`config.mk`:
```
export PLATFORM = sky130hd
export DESIGN_NAME = instr_encoder_loader
export DESIGN_NICKNAME = d
export VERILOG_FILES = /design/src/rtl/instr_encoder_loader_pkg.sv /design/src/rtl/instr_encoder_loader_word_encoder.sv /design/src/rtl/instr_encoder_loader.sv
export SDC_FILE = /design/constraint.sdc
export NUM_CORES = 1
export LEC_CHECK = 0
export ABC_AREA = 1
export BUFFER_PORTS_ARGS = -buffer_cell sky130_fd_sc_hd__buf_2
export CORE_MARGIN = 1
export CORE_UTILIZATION = 43
export DETAILED_ROUTE_END_ITERATION = 6
export PLACE_DENSITY = 0.76
export SYNTH_ARGS = -nofsm -noshare
export SYNTH_HDL_FRONTEND = slang
export SYNTH_SLANG_ARGS = --single-unit
```
`constraint.sdc`:
```
create_clock -name clk -period 1.7 [get_ports clk]
set_input_delay 0.17 -clock clk [delete_from_list [all_inputs] [get_ports clk]]
set_output_delay 0.17 -clock clk [all_outputs]
set_load 0.1 [all_outputs]
```
`src/rtl/instr_encoder_loader_pkg.sv`:
```
// -----------------------------------------------------------------------------
// instr_encoder_loader_pkg
// Shared definitions for the instruction encoder/loader and the opcode control
// decoder: mnemonic indices, 6-bit op codes, R/I/J field bit positions, loader
// FSM state encodings, a field bundle type and a mnemonic -> format helper.
// No ports (package).
// -----------------------------------------------------------------------------
package instr_encoder_loader_pkg;

    // Mnemonic indices as presented on in_mnem; 13..15 are illegal.
    localparam logic [3:0] MN_ADD  = 4'd0;
    localparam logic [3:0] MN_SUB  = 4'd1;
    localparam logic [3:0] MN_AND  = 4'd2;
    localparam logic [3:0] MN_OR   = 4'd3;
    localparam logic [3:0] MN_SLT  = 4'd4;
    localparam logic [3:0] MN_SW   = 4'd5;
    localparam logic [3:0] MN_LW   = 4'd6;
    localparam logic [3:0] MN_ADDI = 4'd7;
    localparam logic [3:0] MN_ANDI = 4'd8;
    localparam logic [3:0] MN_ORI  = 4'd9;
    localparam logic [3:0] MN_SLTI = 4'd10;
    localparam logic [3:0] MN_BEQ  = 4'd11;
    localparam logic [3:0] MN_J    = 4'd12;

    // Op codes, identical to the map used by the control decoder.
    localparam logic [5:0] OP_ADD  = 6'b001111;
    localparam logic [5:0] OP_SUB  = 6'b000110;
    localparam logic [5:0] OP_AND  = 6'b000000;
    localparam logic [5:0] OP_OR   = 6'b000001;
    localparam logic [5:0] OP_SLT  = 6'b000111;
    localparam logic [5:0] OP_SW   = 6'b101011;
    localparam logic [5:0] OP_LW   = 6'b100011;
    localparam logic [5:0] OP_ADDI = 6'b001000;
    localparam logic [5:0] OP_ANDI = 6'b001100;
    localparam logic [5:0] OP_ORI  = 6'b001101;
    localparam logic [5:0] OP_SLTI = 6'b001010;
    localparam logic [5:0] OP_BEQ  = 6'b000100;
    localparam logic [5:0] OP_J    = 6'b000010;

    // Instruction word field positions.
    localparam int OP_MSB  = 31;
    localparam int OP_LSB  = 26;
    localparam int RS_MSB  = 25;
    localparam int RS_LSB  = 21;
    localparam int RT_MSB  = 20;
    localparam int RT_LSB  = 16;
    localparam int RD_MSB  = 15;
    localparam int RD_LSB  = 11;
    localparam int IMM_MSB = 15;
    localparam int IMM_LSB = 0;
    localparam int TGT_MSB = 25;
    localparam int TGT_LSB = 0;

    // Loader FSM state encodings.
    localparam logic [2:0] ST_IDLE  = 3'd0;
    localparam logic [2:0] ST_LOAD  = 3'd1;
    localparam logic [2:0] ST_WRITE = 3'd2;
    localparam logic [2:0] ST_DONE  = 3'd3;
    localparam logic [2:0] ST_ERR   = 3'd4;

    typedef enum logic [1:0] {
        FMT_R   = 2'd0,
        FMT_I   = 2'd1,
        FMT_J   = 2'd2,
        FMT_BAD = 2'd3
    } instr_fmt_e;

    typedef struct packed {
        logic [3:0]  mnem;
        logic [4:0]  rs;
        logic [4:0]  rt;
        logic [4:0]  rd;
        logic [15:0] imm;
        logic [25:0] target;
    } instr_fields_t;

    // Instruction format implied by a mnemonic index.
    function automatic instr_fmt_e mnem_format(input logic [3:0] mnem);
        instr_fmt_e fmt;
        case (mnem)
            MN_ADD, MN_SUB, MN_AND, MN_OR, MN_SLT:            fmt = FMT_R;
            MN_SW, MN_LW, MN_ADDI, MN_ANDI, MN_ORI, MN_SLTI,
            MN_BEQ:                                          fmt = FMT_I;
            MN_J:                                            fmt = FMT_J;
            default:                                         fmt = FMT_BAD;
        endcase
        return fmt;
    endfunction

endpackage

```
`src/rtl/instr_encoder_loader_word_encoder.sv`:
```
// -----------------------------------------------------------------------------
// instr_word_encoder
// Purely combinational: packs symbolic instruction fields into a 32-bit word
// and flags mnemonics that have no encoding.
// Ports:
//   mnem    in  4   mnemonic index
//   rs/rt/rd in 5   register fields
//   imm     in  16  I-type immediate / offset
//   target  in  26  J-type target
//   word    out 32  encoded instruction (0 when illegal)
//   illegal out 1   mnemonic has no encoding
// -----------------------------------------------------------------------------
module instr_word_encoder
    import instr_encoder_loader_pkg::*;
(
    input  logic [3:0]  mnem,
    input  logic [4:0]  rs,
    input  logic [4:0]  rt,
    input  logic [4:0]  rd,
    input  logic [15:0] imm,
    input  logic [25:0] target,
    output logic [31:0] word,
    output logic        illegal
);

    logic [5:0] op_s;
    instr_fmt_e fmt_s;

    // Op-code lookup from mnemonic
    always_comb begin
        op_s = 6'b000000;
        case (mnem)
            MN_ADD:  op_s = OP_ADD;
            MN_SUB:  op_s = OP_SUB;
            MN_AND:  op_s = OP_AND;
            MN_OR:   op_s = OP_OR;
            MN_SLT:  op_s = OP_SLT;
            MN_SW:   op_s = OP_SW;
            MN_LW:   op_s = OP_LW;
            MN_ADDI: op_s = OP_ADDI;
            MN_ANDI: op_s = OP_ANDI;
            MN_ORI:  op_s = OP_ORI;
            MN_SLTI: op_s = OP_SLTI;
            MN_BEQ:  op_s = OP_BEQ;
            MN_J:    op_s = OP_J;
            default: op_s = 6'b000000;
        endcase
    end

    // Field packing according to the instruction format
    always_comb begin
        fmt_s   = mnem_format(mnem);
        word    = 32'h0000_0000;
        illegal = 1'b0;
        word[OP_MSB:OP_LSB] = op_s;
        case (fmt_s)
            FMT_R: begin
                // Shamt/funct bits [10:0] stay zero.
                word[RS_MSB:RS_LSB] = rs;
                word[RT_MSB:RT_LSB] = rt;
                word[RD_MSB:RD_LSB] = rd;
            end
            FMT_I: begin
                word[RS_MSB:RS_LSB]   = rs;
                word[RT_MSB:RT_LSB]   = rt;
                word[IMM_MSB:IMM_LSB] = imm;
            end
            FMT_J: begin
                word[TGT_MSB:TGT_LSB] = target;
            end
            default: begin
                word    = 32'h0000_0000;
                illegal = 1'b1;
            end
        endcase
    end

endmodule

```
`src/rtl/instr_encoder_loader.sv`:
```
// -----------------------------------------------------------------------------
// instr_encoder_loader
// Accepts symbolic instruction fields over valid/ready, encodes each into a
// 32-bit word and writes the words to consecutive instruction-memory addresses
// through a we/ready handshake. Flags illegal mnemonics and overflow.
// Optional build macro: PROG_CHECKSUM_EN adds output checksum[31:0], the XOR
// of all completed writes since the last rst/start.
// Ports:
//   clk, rst            clock, synchronous active-high reset
//   start               clear pointer/flags and begin loading
//   in_valid/in_ready   field handshake; in_ready only in LOAD
//   in_mnem, in_rs, in_rt, in_rd, in_imm, in_target, in_last  fields
//   mem_we/mem_ready    write handshake; mem_addr/mem_wdata held while pending
//   done, err           sticky status until start/rst
//   count               number of completed writes
//   checksum            (PROG_CHECKSUM_EN only) XOR of written words
// -----------------------------------------------------------------------------
module instr_encoder_loader
    import instr_encoder_loader_pkg::*;
#(
    parameter int ADDR_W    = 5,
    parameter int BASE_ADDR = 0
) (
    input  logic              clk,
    input  logic              rst,
    input  logic              start,
    input  logic              in_valid,
    output logic              in_ready,
    input  logic [3:0]        in_mnem,
    input  logic [4:0]        in_rs,
    input  logic [4:0]        in_rt,
    input  logic [4:0]        in_rd,
    input  logic [15:0]       in_imm,
    input  logic [25:0]       in_target,
    input  logic              in_last,
    output logic              mem_we,
    output logic [ADDR_W-1:0] mem_addr,
    output logic [31:0]       mem_wdata,
    input  logic              mem_ready,
    output logic              done,
    output logic              err,
    output logic [ADDR_W:0]   count
`ifdef PROG_CHECKSUM_EN
    ,
    output logic [31:0]       checksum
`endif
);

    localparam logic [ADDR_W:0]   DEPTH_C = {1'b1, {ADDR_W{1'b0}}};
    localparam logic [ADDR_W-1:0] BASE_C  = ADDR_W'(BASE_ADDR);

    logic [2:0]        state_r;
    logic [2:0]        state_nxt_s;
    logic              in_ready_r;
    logic              mem_we_r;
    logic              done_r;
    logic              err_r;
    logic              last_r;
    logic [ADDR_W-1:0] mem_addr_r;
    logic [31:0]       mem_wdata_r;
    logic [ADDR_W:0]   count_r;

    instr_fields_t     fields_s;
    logic [31:0]       enc_word_s;
    logic              enc_illegal_s;
    logic              accept_s;
    logic              full_s;
    logic              reject_s;
    logic              wr_done_s;

    // Bundle the incoming fields for the encoder
    always_comb begin
        fields_s        = '0;
        fields_s.mnem   = in_mnem;
        fields_s.rs     = in_rs;
        fields_s.rt     = in_rt;
        fields_s.rd     = in_rd;
        fields_s.imm    = in_imm;
        fields_s.target = in_target;
    end

    instr_word_encoder u_encoder (
        .mnem    (fields_s.mnem),
        .rs      (fields_s.rs),
        .rt      (fields_s.rt),
        .rd      (fields_s.rd),
        .imm     (fields_s.imm),
        .target  (fields_s.target),
        .word    (enc_word_s),
        .illegal (enc_illegal_s)
    );

    // Handshake decode and next-state selection
    always_comb begin
        // in_ready_r is high exactly while in LOAD; mem_we_r exactly in WRITE.
        accept_s    = in_valid & in_ready_r;
        // Memory already holds 2**ADDR_W words: another write would wrap
        // over BASE_ADDR, so the accept is rejected instead.
        full_s      = (count_r == DEPTH_C);
        reject_s    = accept_s & (enc_illegal_s | full_s);
        wr_done_s   = mem_we_r & mem_ready;
        state_nxt_s = state_r;
        if (start) begin
            // start wins over everything but rst, including a pending write
            // and a simultaneous in_valid.
            state_nxt_s = ST_LOAD;
        end else begin
            case (state_r)
                ST_IDLE: state_nxt_s = ST_IDLE;
                ST_LOAD: begin
                    if (reject_s) begin
                        state_nxt_s = ST_ERR;
                    end else if (accept_s) begin
                        state_nxt_s = ST_WRITE;
                    end else begin
                        state_nxt_s = ST_LOAD;
                    end
                end
                ST_WRITE: begin
                    if (wr_done_s) begin
                        state_nxt_s = last_r ? ST_DONE : ST_LOAD;
                    end else begin
                        state_nxt_s = ST_WRITE;
                    end
                end
                ST_DONE: state_nxt_s = ST_DONE;
                ST_ERR:  state_nxt_s = ST_ERR;
                default: state_nxt_s = ST_IDLE;
            endcase
        end
    end

    // State, handshake outputs, write pointer and sticky flags
    always_ff @(posedge clk) begin
        if (rst) begin
            state_r     <= ST_IDLE;
            in_ready_r  <= 1'b0;
            mem_we_r    <= 1'b0;
            mem_addr_r  <= BASE_C;
            mem_wdata_r <= 32'h0000_0000;
            last_r      <= 1'b0;
            count_r     <= '0;
            done_r      <= 1'b0;
            err_r       <= 1'b0;
        end else begin
            state_r    <= state_nxt_s;
            in_ready_r <= (state_nxt_s == ST_LOAD);
            mem_we_r   <= (state_nxt_s == ST_WRITE);
            if (start) begin
                mem_addr_r <= BASE_C;
                count_r    <= '0;
                done_r     <= 1'b0;
                err_r      <= 1'b0;
                last_r     <= 1'b0;
            end else begin
                if (accept_s && !reject_s) begin
                    mem_wdata_r <= enc_word_s;
                    last_r      <= in_last;
                end
                if (wr_done_s) begin
                    mem_addr_r <= mem_addr_r + ADDR_W'(1);
                    count_r    <= count_r + (ADDR_W + 1)'(1);
                end
                if (state_nxt_s == ST_DONE) begin
                    done_r <= 1'b1;
                end
                if (state_nxt_s == ST_ERR) begin
                    err_r <= 1'b1;
                end
            end
        end
    end

`ifdef PROG_CHECKSUM_EN
    logic [31:0] checksum_r;

    // Running XOR of every completed write
    always_ff @(posedge clk) begin
        if (rst) begin
            checksum_r <= 32'h0000_0000;
        end else if (start) begin
            checksum_r <= 32'h0000_0000;
        end else if (wr_done_s) begin
            checksum_r <= checksum_r ^ mem_wdata_r;
        end
    end

    assign checksum = checksum_r;
`endif

    assign in_ready  = in_ready_r;
    assign mem_we    = mem_we_r;
    assign mem_addr  = mem_addr_r;
    assign mem_wdata = mem_wdata_r;
    assign done      = done_r;
    assign err       = err_r;
    assign count     = count_r;

endmodule

```
==> out/summary.md <==
The flow ran to the end, and the final reports show no timing, DRC or antenna violations. Data on the critical path arrives at its endpoint at 1.79 ns. The number of buffers and inverters on the critical path was 4; the flip-flop and latch area was 1020 um^2. Averaged over all synthesized cells, the footprint is 6.98 um^2. The class of the most critical hold timing path was primary input to flip-flop. The floorplan step set the die width to 80.5 um.

In this run, placement finished with an instance count of 563. Among the stages of the critical path, the cell type that occurs most often is inv_1. The core region is 5920 um^2.

The run gives 36 as the maximum number of pins on one net before global-route repair. The number of nets handed over by synthesis was 458. Counting distinct cell types in the post-synthesis netlist gives 25. The clock slew seen by the registers of the worst setup and hold paths is 0.09 ns, and the routed wire length is 6620 um.

In this run the number of H-tree levels came out at 2. The tools report the final instance area as 3470 um^2. STA puts the critical path data required time at 1.93 ns.

The worst setup slack after placement is -0.189 ns. In the post-synthesis netlist, the biggest area contributors are dfxtp_1 38%, nand2_1 16%, a21oi_1 10%, ha_1 5.7%, nand3_1 5.5%. In this run, the number of DRC markers left after iteration 0 of detailed routing was 162.

Number of storage elements in the synthesis netlist: 50. Counting the fill cells in the layout gives 560. Clock sink count: 50. In this run the remaining antenna-violating nets after routing total 0. The total power divided by cell area came out at 716 nW/um^2. Of the cells placed in the final design, the portion with a size suffix greater than 1 is 32.3%. The count of input and output buffers came out at 112.

Detailed routing inserted a total of 2813 vias. Setup repair after global routing left no endpoint under its margin. Cell area after synthesis: 2650 um^2. In this run the post-CTS setup repair buffer count came out at 0. For the number of CTS-inserted buffers, the log shows 5.

The run gives 1.64 nW as the leakage dissipation. During synthesis, Yosys emitted a total of 0 warnings. In the final routed layout, each cell accounts on average for 11.6 um. The tools report the cell area reported after detailed placement as 3360 um^2.

After global routing the overflow that remains totals 0. After the last flow step, the layout net total stands at 574. For the finished layout, the period the worst path requires is 1.56 ns. The tools report the beginning of the worst register-to-register path as count[0]$_SDFFE_PP0P_.

In this run the critical register-to-register path is captured at mem_wdata[23]$_SDFFE_PP0P_. For the number of antenna violations at the first check in global routing, the log shows 0. The number of failing hold endpoints at the final stage was 0. The tools report the root buffer cell as clkbuf_8. The logs give 44.7% for the initial standard-cell utilization of the core and 417 uV for the peak supply drop. The tools report the first-pass GRT wire length as 10800 um. Endpoint class of the critical path: a flip-flop.

The via count of the first global-routing pass is 2484, and the total count of max-transition violations in the final report is 0. The area taken by multi-input logic gates is 1390 um^2. Leaving out filler cells and counting taps, the final layout contains 571.

The routability congestion estimate came out at 0.915. The average vias per placed instance was 4.93; the post-route clock skew was 0.00492 ns. The die height came out at 80.5 um.

Along the worst path, the maximum fanout reaches 11. The fraction of post-synthesis cell area in the top cell type by area is 37.8%, and the total power of the final layout is 2.48 mW. After technology mapping, the gate count stands at 379. The buffer depth of the longest clock path is 2. For this design the top-level I/O count stands at 114. At the later pin of the worst-skew pair, clock insertion delay measures 0.30 ns. The overall die area is 6470 um^2, and the max-capacitance violation count is 0.

The signal on the critical path passes through buf_2 > inv_1 > ha_1 > nor2_1 > inv_1 > nand2_1 > inv_1 > ha_1 > a21oi_1 > nand3_1 > a21oi_1. The share of the clock period used by the worst path is 91.6%. The worst setup path is launched from a primary input. In this run the core area contains 28 standard-cell rows. For flop-to-flop paths, the worst setup slack is 0.18 ns.

The tools report the fraction of the yosys area taken by sequential cells as 37.8%. TritonCTS built the clock tree. Setup violations remaining at the end of the flow were counted as 0.

The antenna diode instance count is 0, and the synthesis-to-finish area growth is 31.0%. For this run, the top clock speed supported by timing is 0.642 GHz. The all-layer global routing usage was 21.3%; the first-pass iteration count of the detailed router was 4. For the minimum hold slack, the log shows 0.106 ns. The synthesized design spends more area on one cell type than any other, namely dfxtp_1.

Among all stages on the critical path, the largest delay is contributed by ha_1. For hold timing, the worst endpoint is last_r$_SDFFE_PP0P_. The kind of cell with the highest combined delay along the critical path is adder cells. The tools report the worst path setup slack after routing as 0.143 ns. At the pin with the least slew margin, the transition time is 0.513 ns. The startpoint identified for the worst hold timing path is in_last. Total DRC errors in the routed layout: 0. Type of the worst setup path: primary input to flip-flop. The path depth of the worst reg2reg path was 8. On the worst path, the slowest cell contributes a delay of 0.43 ns. The number of cells on the worst hold path works out to 3. In this run the tightest slew margin relative to its limit is 66.1%. Detailed placement finished with a half-perimeter wire length of 4930 um.
per-stage QoR:
stage / TNS, ns / utilization, %
2_1_floorplan: 0 / -
3_3_place_gp: -2.89 / 56.7
3_5_place_dp: -4.26 / 56.7
4_1_cts: 0 / 58.5
5_1_grt: 0 / 58.6
6_report: 0 / 58.6
cells in the final DEF, fill, tap and decap left out, types with 3 or more instances in the layout:
cell type	count
a21oi_1	54
buf_12	3
buf_2	112
buf_4	17
clkbuf_8	7
dfxtp_1	40
dfxtp_2	8
ha_1	11
inv_1	29
nand2_1	110
nand3_1	29
nand4_1	17
nor2_1	14
nor2_2	3
nor3_1	5
o211ai_1	3
o21ai_0	20
kinds of logic after synthesis:
kind of cell	after synthesis	share of synthesized area [%]
AND/OR/NAND/NOR	184	31.3
buffers and inverters	53	9.79
other	1	0.142
flip-flops	50	37.8
AO/OA/AOI/OAI	79	15.3
adder cells (fa/ha/maj)	12	5.67
tightest hold or removal path, stage by stage:
cell and delay [ns]:
buf_2 0.07, nor3_1 0.04, nor2_1 0.09
synth_stat cells, drive strengths merged:
master  number
nand3       30
conb         1
nor2        18
clkbuf       6
nand2      113
ha          12
nand4       17
buf         17
nor3         5
o211ai       3
o22ai        2
inv         30
a21oi       54
dfxtp       50
nor3b        1
o21ai       20
what timing repair did:
item / CTS / global route
endpoints found under the setup margin: 0 / 10
gates resized for setup: 0 / 1
hold buffers: 0 / 0
layer usage:
layer,part of all wire [%],GRT usage (%),up-vias
li1,-,-,1482
met1,44,25.4,1219
met2,48,37.1,101
met3,6.5,4.55,11
met4,1.6,8.04,0
met5,0,0,-
where the power goes:
part | total, mW | internal, mW | switching [mW] | leakage, nW
Clock | 0.777 | 0.374 | 0.403 | 0.0544
Sequential | 1.20 | 1.18 | 0.0100 | 0.409
Combinational | 0.511 | 0.176 | 0.334 | 1.18
worst max-delay path by stage:
stage,from,end,slack [ns],cells past startpoint
finish,in_mnem[0],mem_wdata[4]$_SDFFE_PP0P_,0.14,11
global placement,in_mnem[0],mem_wdata[25]$_SDFFE_PP0P_,-0.13,12
detailed placement,in_mnem[0],mem_wdata[23]$_SDFFE_PP0P_,-0.19,12
global route,in_mnem[0],mem_wdata[10]$_SDFFE_PP0P_,0.03,11
CTS,in_mnem[0],mem_wdata[23]$_SDFFE_PP0P_,0.11,12
floorplan,in_mnem[0],mem_wdata[10]$_SDFFE_PP0P_,0.07,11
sequential cells by signal, summed over array words and instances, names as in the netlist:
register,cells
count,6
done,1
err,1
in_ready,1
last_r,1
mem_addr,5
mem_wdata,31
mem_we,1
state_r,3
area by class of cell:
cell class	count	area share (%)
Multi-Input combinational cell	276	40.1
Inverter	30	3.25
Clock inverter	1	0.253
Tap cell	75	2.71
Timing Repair Buffer	132	21.6
Clock buffer	7	2.78
Sequential cell	50	29.4
No activity file was read; power rests on OpenSTA's default activity.
